<file path="src/rtl/posit_encoder_pipe.sv">
`default_nettype none
// +----------------------------------------------------------------------------+
// | Module      : posit_encoder_pipe                                           |
// | Description : Three-stage posit encoder (N=32, ES=3). Builds the regime    |
// |               run, right-shifts {exp,frac} behind it, then rounds to        |
// |               nearest-even with saturation and applies the sign.           |
// | Revision    : 1.0  initial release                                         |
// +----------------------------------------------------------------------------+
module posit_encoder_pipe #(
   parameter int N  = 32,
   parameter int ES = 3,
   parameter int KW = 7,
   parameter int FW = N - ES - 2
) (
   input  logic                 clk,
   input  logic                 rst,
   input  logic                 in_valid,
   output logic                 in_ready,
   input  logic                 in_sign,
   input  logic                 in_zero,
   input  logic                 in_nar,
   input  logic signed [KW-1:0] in_k,
   input  logic [ES-1:0]        in_exp,
   input  logic [FW-1:0]        in_frac,
   input  logic                 in_sticky,
   output logic                 out_valid,
   input  logic                 out_ready,
   output logic [N-1:0]         out_posit
);

   // {exp,frac} width, zero padding that fills it to 2N, and regime-length width
   localparam int c_ew  = ES + FW;
   localparam int c_pad = 2 * N - c_ew;
   localparam int c_lw  = $clog2(N + 1);

   // Regime values outside [-(N-1), N-3] cannot be represented by the shifter
   localparam logic signed [KW-1:0] c_kmax = KW'(N - 2);
   localparam logic signed [KW-1:0] c_kmin = KW'(-(N - 1));

   // Whole pipe advances together: free when the output register is empty or draining
   logic w_adv;
   assign w_adv    = !out_valid | out_ready;
   assign in_ready = w_adv;

   // ------------------------------------------------------------------ stage 1
   logic              w_satmax;
   logic              w_satmin;
   logic              w_kpos;
   logic [KW-1:0]     w_kmag;
   logic [c_lw-1:0]   w_len;
   logic [N-1:0]      w_regime;

   logic              r1_valid;
   logic              r1_sign;
   logic              r1_zero;
   logic              r1_nar;
   logic              r1_satmax;
   logic              r1_satmin;
   logic              r1_sticky;
   logic [c_lw-1:0]   r1_len;
   logic [N-1:0]      r1_regime;
   logic [c_ew-1:0]   r1_ef;

   // Clamp k and build the left-aligned regime pattern and its length
   always_comb begin
      w_satmax = (in_k >= c_kmax);
      w_satmin = (in_k < c_kmin);
      w_kpos   = ~in_k[KW-1];
      w_kmag   = w_kpos ? in_k : -in_k;
      w_len    = '0;
      w_regime = '0;
      if (!w_satmax && !w_satmin) begin
         if (w_kpos) begin
            // k+1 ones then the terminating zero
            w_len    = c_lw'(w_kmag) + c_lw'(2);
            w_regime = ~({N{1'b1}} >> (w_kmag + 1'b1));
         end else begin
            // -k zeros then the terminating one
            w_len    = c_lw'(w_kmag) + c_lw'(1);
            w_regime = {1'b1, {(N-1){1'b0}}} >> w_kmag;
         end
      end
   end

   // Stage 1 register: flags, sign, regime pattern/length and raw {exp,frac}
   always_ff @(posedge clk) begin
      if (rst) begin
         r1_valid  <= 1'b0;
         r1_sign   <= 1'b0;
         r1_zero   <= 1'b0;
         r1_nar    <= 1'b0;
         r1_satmax <= 1'b0;
         r1_satmin <= 1'b0;
         r1_sticky <= 1'b0;
         r1_len    <= '0;
         r1_regime <= '0;
         r1_ef     <= '0;
      end else if (w_adv) begin
         r1_valid  <= in_valid;
         r1_sign   <= in_sign;
         r1_zero   <= in_zero;
         r1_nar    <= in_nar;
         r1_satmax <= w_satmax;
         r1_satmin <= w_satmin;
         r1_sticky <= in_sticky;
         r1_len    <= w_len;
         r1_regime <= w_regime;
         r1_ef     <= {in_exp, in_frac};
      end
   end

   // ------------------------------------------------------------------ stage 2
   logic [2*N-1:0]    w_field;

   logic              r2_valid;
   logic              r2_sign;
   logic              r2_zero;
   logic              r2_nar;
   logic              r2_satmax;
   logic              r2_satmin;
   logic [N-2:0]      r2_mag;
   logic              r2_guard;
   logic              r2_sticky;

   // Regime in the top of a 2N field, {exp,frac} shifted right by the regime length
   always_comb begin
      w_field = {r1_regime, {N{1'b0}}} | ({r1_ef, {c_pad{1'b0}}} >> r1_len);
   end

   // Stage 2 register: N-1 bit magnitude, guard bit and accumulated sticky
   always_ff @(posedge clk) begin
      if (rst) begin
         r2_valid  <= 1'b0;
         r2_sign   <= 1'b0;
         r2_zero   <= 1'b0;
         r2_nar    <= 1'b0;
         r2_satmax <= 1'b0;
         r2_satmin <= 1'b0;
         r2_mag    <= '0;
         r2_guard  <= 1'b0;
         r2_sticky <= 1'b0;
      end else if (w_adv) begin
         r2_valid  <= r1_valid;
         r2_sign   <= r1_sign;
         r2_zero   <= r1_zero;
         r2_nar    <= r1_nar;
         r2_satmax <= r1_satmax;
         r2_satmin <= r1_satmin;
         r2_mag    <= w_field[2*N-1 -: N-1];
         r2_guard  <= w_field[N];
         r2_sticky <= (|w_field[N-1:0]) | r1_sticky;
      end
   end

   // ------------------------------------------------------------------ stage 3
   logic              w_inc;
   logic [N-2:0]      w_mag;
   logic [N-1:0]      w_word;

   // Round to nearest even, saturate, apply sign, then override with specials
   always_comb begin
      w_inc = r2_guard & (r2_mag[0] | r2_sticky);
      // Cannot carry out: the largest unsaturated magnitude has a zero LSB region
      w_mag = r2_mag + {{(N-2){1'b0}}, w_inc};
      if (r2_satmax) begin
         w_mag = {(N-1){1'b1}};
      end else if (r2_satmin || (w_mag == '0)) begin
         // A nonzero value never encodes as zero; clamp to minpos
         w_mag = {{(N-2){1'b0}}, 1'b1};
      end
      w_word = r2_sign ? (~{1'b0, w_mag} + N'(1)) : {1'b0, w_mag};
      if (r2_nar) begin
         w_word = {1'b1, {(N-1){1'b0}}};
      end else if (r2_zero) begin
         w_word = '0;
      end
   end

   // Output register; the word only changes when a real operand arrives
   always_ff @(posedge clk) begin
      if (rst) begin
         out_valid <= 1'b0;
         out_posit <= '0;
      end else if (w_adv) begin
         out_valid <= r2_valid;
         if (r2_valid) begin
            out_posit <= w_word;
         end
      end
   end

endmodule
`default_nettype wire
</file>
<file path="config.mk">
export PLATFORM = sky130hd
export DESIGN_NAME = posit_encoder_pipe
export DESIGN_NICKNAME = d
export VERILOG_FILES = /design/src/rtl/posit_encoder_pipe.sv
export SDC_FILE = /design/constraint.sdc
export NUM_CORES = 1
export LEC_CHECK = 0
export ABC_AREA = 0
export CORE_MARGIN = 2
export CORE_UTILIZATION = 40
export DETAILED_ROUTE_END_ITERATION = 12
export GPL_TIMING_DRIVEN = 0
export MAX_ROUTING_LAYER = met4
export PLACE_DENSITY_LB_ADDON = 0.3
export REMOVE_ABC_BUFFERS = 1
export SLEW_MARGIN = 5
export SYNTH_ARGS = -nofsm -noshare
export SYNTH_HDL_FRONTEND = slang
export SYNTH_SLANG_ARGS = --single-unit
</file>
<file path="constraint.sdc">
create_clock -name clk -period 5.7 [get_ports clk]
set_input_delay 1.14 -clock clk [delete_from_list [all_inputs] [get_ports clk]]
set_output_delay 1.14 -clock clk [all_outputs]
set_load 0.1 [all_outputs]
</file>
; ---- Yosys cells after proc, flatten, opt, wreduce, memory -nomap -nowiden
; Index checks and enable logic that the tools add are counted.
[totals]
register_bits = 147
inputBits = 45
output_inout_bits = 34
word_cells = 57
[classes]
n_addsub = 6
order_cmp = 2
n_shift = 3
mux = 10
n_bitwise = 7
n_reduce_logical = 8
[op_table]
columns = op, n
row1 = 32-bit two-way mux, 5
row2 = 64-bit bitwise OR, 1
row3 = "32-bit by 7-bit right shift with 32-bit output, first input constant", 2
row4 = 64-bit by 6-bit right shift with 64-bit output, 1
row5 = 31-bit two-way mux, 2
row6 = "32-bit by 1-bit adder with 32-bit output, second input constant", 1
row7 = 31-bit inverter with 32-bit output, 1
row8 = 32-bit inverter, 1
row9 = 32-bit OR reduction, 1
row10 = 31-bit by 1-bit adder with 31-bit output, 1
row11 = 31-bit zero test, 1
row12 = 6-bit two-way mux, 2
row13 = "7-bit by 1-bit adder with 7-bit output, second input constant", 1
row14 = "7-bit by 6-bit >= comparator with 1-bit output, second input constant", 1
row15 = "7-bit by 6-bit < comparator with 1-bit output, second input constant", 1
row16 = 7-bit two-way mux, 1
row17 = 7-bit negator, 1
row18 = "6-bit by 1-bit adder with 6-bit output, second input constant", 1
row19 = "6-bit by 2-bit adder with 6-bit output, second input constant", 1
row20 = 1-bit zero test, 3
row21 = 1-bit bitwise OR, 3
row22 = 2-bit AND reduction, 1
row23 = 1-bit AND, 1
row24 = 1-bit logical AND, 1
row25 = 1-bit logical OR, 1

; ---- Logic depth before layout (Yosys ltp)
[depth]
depth_word = 12
mapped_depth = 20

; ---- Worst setup path before layout
; Ideal clock, no wire load.
[synth_path]
kind = reg-to-reg
startpoint = register r2_mag[0]
endpoint = register out_posit[26]
setup_time_ns = 0.087
t_arrival_ns = 4.476
path_slack_ns = 1.137
path_stages_with_launch = 21
cell_sequence = dfxtp_1 -> o21a_1 -> ha_1 -> ha_1 -> nand3_1 -> buf_2 -> nor4_1 -> xnor2_1 -> nand4_2 -> or4_1 -> buf_2 -> o31a_1 -> buf_2 -> a21oi_1 -> ha_1 -> nor2b_1 -> nand2_1 -> a2111oi_0 -> nor2_1 -> mux2i_1 -> o31ai_1
[synth_between]
elab_chain_len = 12
[synth_rtl]
columns = element, line_no
row1 = start: declaration, 121  ; logic [N-2:0] r2_mag;
row2 = start signal: assignment, 149  ; r2_mag <= w_field[2*N-1 -: N-1];
row3 = 1-bit bitwise OR, 162  ; w_inc = r2_guard & (r2_mag[0] | r2_sticky);
row4 = 1-bit AND, 162
row5 = 31-bit by 1-bit adder with 31-bit output (*), 164  ; w_mag = r2_mag + {{(N-2){1'b0}}, w_inc};
row6 = 31-bit zero test, 167  ; end else if (r2_satmin || (w_mag == '0)) begin
row7 = 1-bit logical OR, 167
row8 = 31-bit two-way mux (*), 167
row9 = 31-bit two-way mux (*), 165  ; if (r2_satmax) begin
row10 = 31-bit inverter with 32-bit output, 171  ; w_word = r2_sign ? (~{1'b0, w_mag} + N'(1)) : {1'b0, w_mag};
row11 = 32-bit by 1-bit adder with 32-bit output, 171
row12 = 32-bit two-way mux (*), 171
row13 = 32-bit two-way mux (*), 174  ; end else if (r2_zero) begin
row14 = 32-bit two-way mux (*), 172  ; if (r2_nar) begin
row15 = end signal: assignment, 187  ; out_posit <= w_word;
row16 = end: declaration, 28  ; output logic [N-1:0] out_posit
; Every way passes the cells marked *; elsewhere a longest branch is shown, timed or not.
; A chain may end at the register's enable or synchronous reset.

; ---- Worst setup path after layout
[layout_path]
startpoint = input port in_k[0]
endpoint = register r1_regime[30]
[layout_between]
elab_chain_len = 7
word_cells_on_any_way = 13
[layout_rtl]
columns = element, line_no
row1 = start: declaration, 22  ; input logic signed [KW-1:0] in_k,
row2 = 7-bit negator, 69  ; w_kmag = w_kpos ? in_k : -in_k;
row3 = 7-bit two-way mux, 69
row4 = 7-bit by 1-bit adder with 7-bit output, 76  ; w_regime = ~({N{1'b1}} >> (w_kmag + 1'b1));
row5 = 32-bit by 7-bit right shift with 32-bit output, 76
row6 = 32-bit inverter, 76
row7 = 32-bit two-way mux, 73  ; if (w_kpos) begin
row8 = 32-bit two-way mux (*), 72  ; if (!w_satmax && !w_satmin) begin
row9 = end signal: assignment, 107  ; r1_regime <= w_regime;
row10 = end: declaration, 61  ; logic [N-1:0] r1_regime;
; Marked as above.

==> results.md <==
- Status: finished, final reports clean
- Rows: 59
- CORE AREA: 26,060 sq um
- Share of layout cells above drive strength 1: 9.221%
- Top_reg_cell synth: dfxtp_1
- Crit path DAT: 5670 ps
- Fin crit share: 94.19%
- RSZ-0062 raised after global routing: false
- Avg Cell Area, Syn: 7.595 sq um
- Final Setup Violations: 0
- Synth top area share: 27.70%
- GPL Wtd Cong: 0.9167
- CP Class: in -> reg
- Fmax achieved: 186.3 MHz
- Cell mode on critical path: nand2_1
- Clock skew: 13.98 ps
- GR Util All Layers: 24.04%
- Hold Fails Final Rpt: 0
- Nets: 1,438
- Ports: 79
- Maximum vdd drop: 0.1672 mV
- Clock Sinks: 147
- Die span in y: 167.0 um
- Vias per inst: 6.089
- Worst path cell trace: clkdlybuf4s50_1 -> inv_1 -> ha_1 -> nand2_1 -> a21boi_0 -> inv_1 -> ha_1 -> nand2_1 -> xor2_1 -> nor2b_2 -> nand2_1 -> o311ai_0 -> a21oi_1
- Slowest CP cell: xor2_1
- Final wirelength: 32,960 um
- Max incr delay on CP: 840 ps
- Synth Warn #: 0
- Commonest non-fill, non-tap cell in the layout: nand2_1
- Vias in the first global route: 9,847
- P_leak: 4.335 nW
- Initial antenna violation count: 2
- DRC: 0
- Synth cell types: 90
- Crit-path leading delay family: buffers and inverters
- Final hold slack: 450.3 ps
- Routed len/inst: 18.99 um
- Clock-pin transition on the worst setup and hold timing paths: 70 ps
- CTS tree: built
- Final Critical Period: 5369 ps
- Pwr/cell area: 272.3 nW/um^2
- Worst Max-Slew Pin Slew: 1232 ps
- First-pass iteration count of the detailed router: 6
- Dpl ws: -666.1 ps
- Synth Instances: 1,399
- Final worst slack: 331.1 ps
- Clk buf depth: 2
- Routed Antenna Nets: 0
- Mapped cell area: 10,630 sq um
- Critical path buffer and inverter count: 3
- # hold bufs at CTS: 0
- Leading post-synthesis cells by cell area: dfxtp_1, nand2_1, mux4_2
- Total gr overflow: 0
- Hold Path Class: reg -> reg
- Num CTS Buffers: 17
- Critical Path RT: 6010 ps
- Area Overhead vs Synth: 13.98%
- Utilization after layout: 46.47%
- Async SR Flop Fraction: 0%
- Maximum capacitance violations: 0
- Top cell type by total area after synthesis: dfxtp_1
- Seq/Total Area, Yosys: 27.70%
- Max_slew headroom: 17.78%
- Total power: 3.298 mW
- CP Capture Type: flop
- Largest net degree at the start of global routing: 86
- Pins over their slew limit: 0
- Postcts setup bufs: 0
- Die ar.: 27,880 sq um
- Root buf cell: clkbuf_16
- Maximum level of the CTS H-tree: 4
- Number of flops mapped to enable cells by yosys: 0
- Most frequent cells in the layout: nand2_1, nor2_1, dfxtp_1
- Yosys reg bits: 147
- DP HPWL: 24,100 um
- DR vias: 10,570
- Die width: 167.0 um
- Cell Area, Placed: 11,490 sq um
- Worst-Skew Late Latency: 450 ps
- Startpoint type of the worst setup path: primary input
- PortBufs: 78
- First-pass GRT wire length: 53,230 um
- DR iter-0 viols: 968
- Starting Density: 40.77%
- Crit Path Max Fanout: 15
- Fin area: 12,110 sq um
[cells in the mapped netlist, types with 12 or more instances]
library cell and instances:
nor3_1 53, nor2_1 146, a32oi_1 22, a31oi_1 17, nand3_1 37, a22oi_1 12, dfxtp_1 147, inv_1 15
or3_1 12, a21oi_1 100, o21ai_0 113, nand2_1 208, mux4_2 31, xnor2_1 38, nor4_1 16, xor2_1 21
clkbuf_1 89, a211oi_1 29, mux2i_1 38, nand4_1 21
[worst paths after layout]
check,startpoint,end,slack (ps),depth (start not counted)
max,in_k[0],r1_regime[30]$_SDFFE_PP0N_,330,13
max reg2reg,r2_mag[0]$_SDFFE_PP0N_,out_posit[26]$_SDFFE_PP0P_,330,17
min,out_posit[22]$_SDFFE_PP0P_,out_posit[22]$_SDFFE_PP0P_,450,2
min reg2reg,out_posit[22]$_SDFFE_PP0P_,out_posit[22]$_SDFFE_PP0P_,450,2
[through the flow]
step                      setup TNS (ps)  cells
after floorplan                  -349130   1281
after global placement           -922810   1694
after detailed placement           -9863   1702
after CTS                              0   1734
after global routing                   0   1736
final                                  0   1736
[layout make-up]
class | instances | area [sq um]
fill | 2648 | 13950
multi-input combinational | 1117 | 7192
sequential | 147 | 2945
timing repair buffer | 86 | 914.6
clock buffer | 17 | 425.4
tap | 335 | 419.2
clock inverter | 15 | 142.6
inverter | 17 | 66.31
antenna | 2 | 5.005
[kinds of logic after synthesis]
kind of cell,synth area share (%)
adders and majority gates,0.8243
muxes,11.00
and+or+nand+nor,24.92
xor gates and xnor gates,4.863
buffers and inverters,5.287
AOI/OAI and AO/OA,25.41
DFF,27.70
[repair_timing]
action | CTS | global route
setup endpoints to repair | 16 | 14
hold endpoints to repair | 0 | 0
pin swaps | 0 | 0
resized for setup | 3 | 9
[flip-flops by register name, summed over array words and instances, names as in the netlist]
signal	flops
out_posit	32
r1_regime	32
r2_mag	31
r1_ef	30
r1_len	6
out_valid	1
r1_nar	1
r1_satmax	1
r1_satmin	1
r1_sign	1
r1_sticky	1
r1_valid	1
r1_zero	1
r2_guard	1
r2_nar	1
r2_satmax	1
r2_satmin	1
r2_sign	1
r2_sticky	1
r2_valid	1
r2_zero	1
[report_power, final]
| group | total (mW) | internal (mW) | switching, mW |
|---|---|---|---|
| registers | 1.22 | 1.10 | 0.125 |
| logic | 0.970 | 0.372 | 0.599 |
| clock network | 1.11 | 0.578 | 0.528 |
[routing by layer]
metal,vias to the layer above,wire [um],GRT usage [%],share of wire (%)
met5,-,0,-,0
li1,5142,-,-,-
met2,373,15360,38.47,47
met3,68,1849,3.802,5.6
met1,4988,14930,31.25,45
met4,0,812,7.459,2.5
[worst register-to-register path: stages (launching register included)]
cell	delay, ps
dfxtp_1	360
o21a_1	140
ha_1	250
ha_2	310
nand3_4	210
nor4_1	390
xnor2_1	320
nand4_2	250
or4_1	580
o31a_2	540
a21oi_1	280
ha_2	310
nor2b_1	320
nand2_1	190
a2111oi_0	390
nor2_1	110
mux2i_1	150
o31ai_1	180
(Power assumes the default switching activity.)
==> RTL change 1: new RTL, config.mk and constraints unchanged <==
The parameter `N` goes from 32 to 16. Comments in the files are not updated.
--- a/src/rtl/posit_encoder_pipe.sv
+++ b/src/rtl/posit_encoder_pipe.sv
@@ -9,3 +9,3 @@
 module posit_encoder_pipe #(
-   parameter int N  = 32,
+   parameter int N  = 16,
    parameter int ES = 3,
Ports: changed (resized in_frac and out_posit); port bits go from 79 to 47. The function was not compared with the original's and may differ.
==> RTL change 1 against the unedited design <==
Sequential cell count is 65 lower; setup slack better by 620 ps; design area is 50% lower; largest power group is now the clock network; total power is 49% lower; synthesized area is 50% lower; routed wire length is 61% lower; combinational power is 66% lower.
==> RTL change 1: results (changes against the unedited design) <==
- First-pass GRT wire length: 22.1 mm (-58%)
- Largest registers: out_posit: 16 flops, r1_regime: 16 flops, r2_mag: 15 flops
- Post-CTS setup buffers: 0 (unchanged)
- Post-synthesis mux area share: 0.0563 (-0.0537)
- Clk buf depth: 2 (unchanged)
- Yosys warnings: 0 (unchanged)
- H-Tree Depth: 3 (-1)
- GRT Total Usage: 0.192 (-0.0484)
- Setup Skew: 5.57 ps (-8.41 ps)
- Initial antenna violation count: 0 (-2)
- IO buf count: 46 (-41%)
- Largest net degree at the start of global routing: 48 (-44%)
- Vias in the first global route: 4573 (-54%)
- Hold Startpoint: out_posit[4]$_SDFFE_PP0P_
- Post-CTS resize count: 0 (-3)
- Drt first pass iters: 5 (-1)
- Hold Path Class: flip-flop to flip-flop
- Post-synth ARST share: 0 (unchanged)
- Fillers: 1326 (-50%)
- Nets@finish: 751 (-48%)
- CTS root buf: clkbuf_16
- Compound-gate portion of the synthesized area: 0.241 (-0.0127)
- Slew @ Worst Pin: 1110 ps (-120 ps)
- Worst setup path startpoint: out_ready
- Reg clk slew, reported paths: around 60 ps
- Worst EP arrival: 3610 ps (-2060 ps)
- Initial DRC Count: 291 (-70%)
- Final wirelength: 12.8 mm (-61%)
- Yosys reg bits: 82 (-44%)
- Unique masters post-synth: 76 (-16%)
- Layout cell share with drive strength beyond 1: 0.0626 (-0.0296)
- Primary FF master, synth: dfxtp_1
- CTS Buf Count: 9 (-8)
- Worst reg2reg startpoint: r2_sticky$_SDFFE_PP0N_
- Antenna cells: 0 (-2)
- Peak supply drop: 136 µV (-19%)
- Xor-xnor portion of the synthesized cell area: 0.0546 (+0.00599)
- Area contributors post-synth: dfxtp_1, nand2_1, o21ai_0
- Latest clock arrival within the worst-skew pair: 340 ps (-110 ps)
- DP Wirelength: 9.49 mm (-61%)
- Pleak: 2.23 nW (-49%)
- Top post-synthesis cells by count: nand2_1, dfxtp_1, o21ai_0, nor2_1, a21oi_1
- Vias per inst: 5.48 (-10%)
- Placer Congestion: 0.931 (+1.5%)
- Status: finished clean
- Sequential share of the synthesized area: 0.310 (+0.0333)
- Post-synthesis adder-cell area fraction: 0.0166 (+0.00831)
- CP Max Fanout: 47 (+32)
==> RTL change 1: final cells by class <==
cell class,count,area [µm²],share of cell area
Clock buffer,9,225,0.0371
Multi-Input combinational cell,559,3300,0.543
Timing Repair Buffer,48,503,0.0828
Tap cell,176,220,0.0362
Clock inverter,6,130,0.0214
Inverter,15,56.3,0.00927
Sequential cell,82,1640,0.270
==> RTL change 1: metal layers <==
metal  vias to the layer above  global-route usage  part of all wire
met4                         0              0.0692             0.023
met5                         -                   -                 0
met2                        92               0.310              0.47
li1                       2519                   -                 -
met3                        24              0.0263             0.027
met1                      2268               0.246              0.48
==> RTL change 1: path summary, 6_finish.rpt <==
| check | end | slack [ps] | cells after the start |
|---|---|---|---|
| setup / recovery | in_ready | 950 | 4 |
| hold / removal | out_posit[4]$_SDFFE_PP0P_ | 440 | 2 |
| setup reg to reg | out_posit[12]$_SDFFE_PP0P_ | 1240 | 16 |
| hold reg to reg | out_posit[4]$_SDFFE_PP0P_ | 440 | 2 |
==> RTL change 1: stage by stage <==
step	setup slack [ps]	setup TNS, ps	std cells	instance area [µm²]
6_report	947	0	895	6080
5_1_grt	640	0	895	6080
4_1_cts	440	0	895	6080
3_5_place_dp	441	0	880	5720
3_3_place_gp	-2740	-109020	878	5670
2_1_floorplan	-80.6	-467	656	4990
==> RTL change 1: report_power, final <==
part | switching (mW) | internal (mW) | total [mW] | leakage, nW
logic | 0.192 | 0.134 | 0.326 | 1.38
registers | 0.0479 | 0.603 | 0.651 | 0.672
clock network | 0.228 | 0.468 | 0.696 | 0.175
total | 0.467 | 1.21 | 1.67 | 2.23
==> RTL change 1: critical path, cell delays in order <==
cell             delay, ps
clkdlybuf4s50_1        510
nor2b_4                110
inv_2                  560
clkdlybuf4s50_1       1270
==> RTL change 2: new RTL, same settings <==
Made on the original files. Make the reset (`rst`) asynchronous in 3 clocked blocks.
--- a/src/rtl/posit_encoder_pipe.sv
+++ b/src/rtl/posit_encoder_pipe.sv
@@ -85,3 +85,3 @@
    // Stage 1 register: flags, sign, regime pattern/length and raw {exp,frac}
-   always_ff @(posedge clk) begin
+   always_ff @(posedge clk or posedge rst) begin
       if (rst) begin
@@ -130,3 +130,3 @@
    // Stage 2 register: N-1 bit magnitude, guard bit and accumulated sticky
-   always_ff @(posedge clk) begin
+   always_ff @(posedge clk or posedge rst) begin
       if (rst) begin
@@ -179,3 +179,3 @@
    // Output register; the word only changes when a real operand arrives
-   always_ff @(posedge clk) begin
+   always_ff @(posedge clk or posedge rst) begin
       if (rst) begin
Function: differs if rst is asserted again (counterexample within 4 cycles, from zero or initial values and one cycle with rst high); with rst held inactive, the same outputs for 4 cycles.
==> RTL change 2 against the unedited design <==
Register-to-register slack better by 30 ps; setup slack better by 0.88 ps; non-clock buffer count grew 4; synthesized area is 1.2% higher; die area increased by 1.2%; routed wire length decreased by 4.4%; global-route usage decreased by 0.91 points; sequential cell count did not move; design area up 2.6%; critical path type unchanged.
Power is not compared: it rests on default switching activity, and its combinational part moved more than twofold at a synthesized area within 25%.
==> RTL change 2: results (changes against the unedited design) <==
- Routed met3 length: 1.50 mm (-19%)
- FF-to-FF path depth: 19 (+2)
- GR Layer Usage met3: 0.0320 (-0.00605)
- CP Max Fanout: 57 (+42)
- Crit-path leading delay family: simple AND/OR/NAND/NOR gates
- Post-synthesis mux area share: 0.0966 (-0.0134)
- DP Wirelength: 23.0 mm (-4.7%)
- Inverter count: 21 (+4)
- Area after DPL: 0.0117 mm² (+1.7%)
- Status: finished clean
- Multi-input gate area: 0.00668 mm² (-7.2%)
- Hold Crit Depth: 2 (unchanged)
- Post-CTS setup buffers: 3 (+3)
- Sequential share of the synthesized area: 0.342 (+0.0651)
- Wirelength per Cell: 18.6 µm (-2.0%)
- DP Cell Count: 1654 (-2.8%)
- WL met2: 14.7 mm (-4.3%)
- Xor-xnor portion of the synthesized cell area: 0.0440 (-0.00465)
- Placer Congestion: 0.943 (+2.8%)
- Primary FF master, synth: dfrtp_1
- Final wirelength: 31.5 mm (-4.4%)
- Nets@finish: 1390 (-3.3%)
- Met2 usage: 0.360 (-0.0250)
- Overall Power: about 6.6 mW
- Clock-cell share: 0.0492 (+0.00225)
- Vias in the first global route: 9437 (-4.2%)
- Antenna cells: 1 (-1)
- Area contributors post-synth: dfrtp_1, nand2_1, o21ai_0
- First-pass GRT wire length: 51.1 mm (-3.9%)
- Met1 Track Usage GR: 0.315 (+0.00214)
- GRT Total Usage: 0.231 (-0.00915)
- Unique masters post-synth: 81 (-10%)
- Slew @ Worst Pin: 1220 ps (-11.3 ps)
- Final core occ: 0.466 (+0.00132)
- Slowest CP cell: or3_1
- Top post-synthesis cells by count: nand2_1, dfrtp_1, o21ai_0, nor2_1, clkbuf_1
- Comb_multi_in: 1061 (-5.0%)
- CLK BUF: 21 (+4)
- Initial DRC Count: 954 (-1.4%)
- Setup Skew: 14.0 ps (+0.0325 ps)
- Fillers: 2637 (-0.42%)
- M1 WL: 14.6 mm (-2.1%)
- Worst EP arrival: 5690 ps (+20 ps)
- Register share of the cell area: 0.296 (+0.0532)
- Compound-gate portion of the synthesized area: 0.217 (-0.0370)
- Non-clock buffer total of the final layout: 90 (+4.7%)
- Pre-CTS WS: -1360 ps (-691 ps)
- NonClk Buf Share: 0.0757 (+0.000128)
- Via count: 10100 (-4.4%)
- Post-CTS resize count: 11 (+8)
- Layout cell share with drive strength beyond 1: 0.0888 (-0.00339)
-- RTL change 2: cell count changes after synthesis, sizes merged, moves of 9 or more --
cell    change
nand2      +59
a32o       +28
dfrtp     +147
dfxtp     -147
mux2       +10
a211oi     -24
nor3       -13
o21ai      +14
a22oi      -11
mux2i      -13
a21oi      -21
and4        +9
a32oi      -21
nor2       -37
-- RTL change 2: final timing paths --
check,from,endpoint,slack [ps]
setup / recovery,out_ready,out_posit[22]$_DFFE_PP0P_,330
hold / removal,r1_valid$_DFFE_PP0N_,r1_valid$_DFFE_PP0N_,460
setup reg to reg,r2_sticky$_DFFE_PP0N_,out_posit[24]$_DFFE_PP0P_,360
hold reg to reg,r1_valid$_DFFE_PP0N_,r1_valid$_DFFE_PP0N_,460
max in group asynchronous,rst,r1_len[1]$_DFFE_PP0N_,3660
min in group asynchronous,rst,out_posit[29]$_DFFE_PP0P_,1200
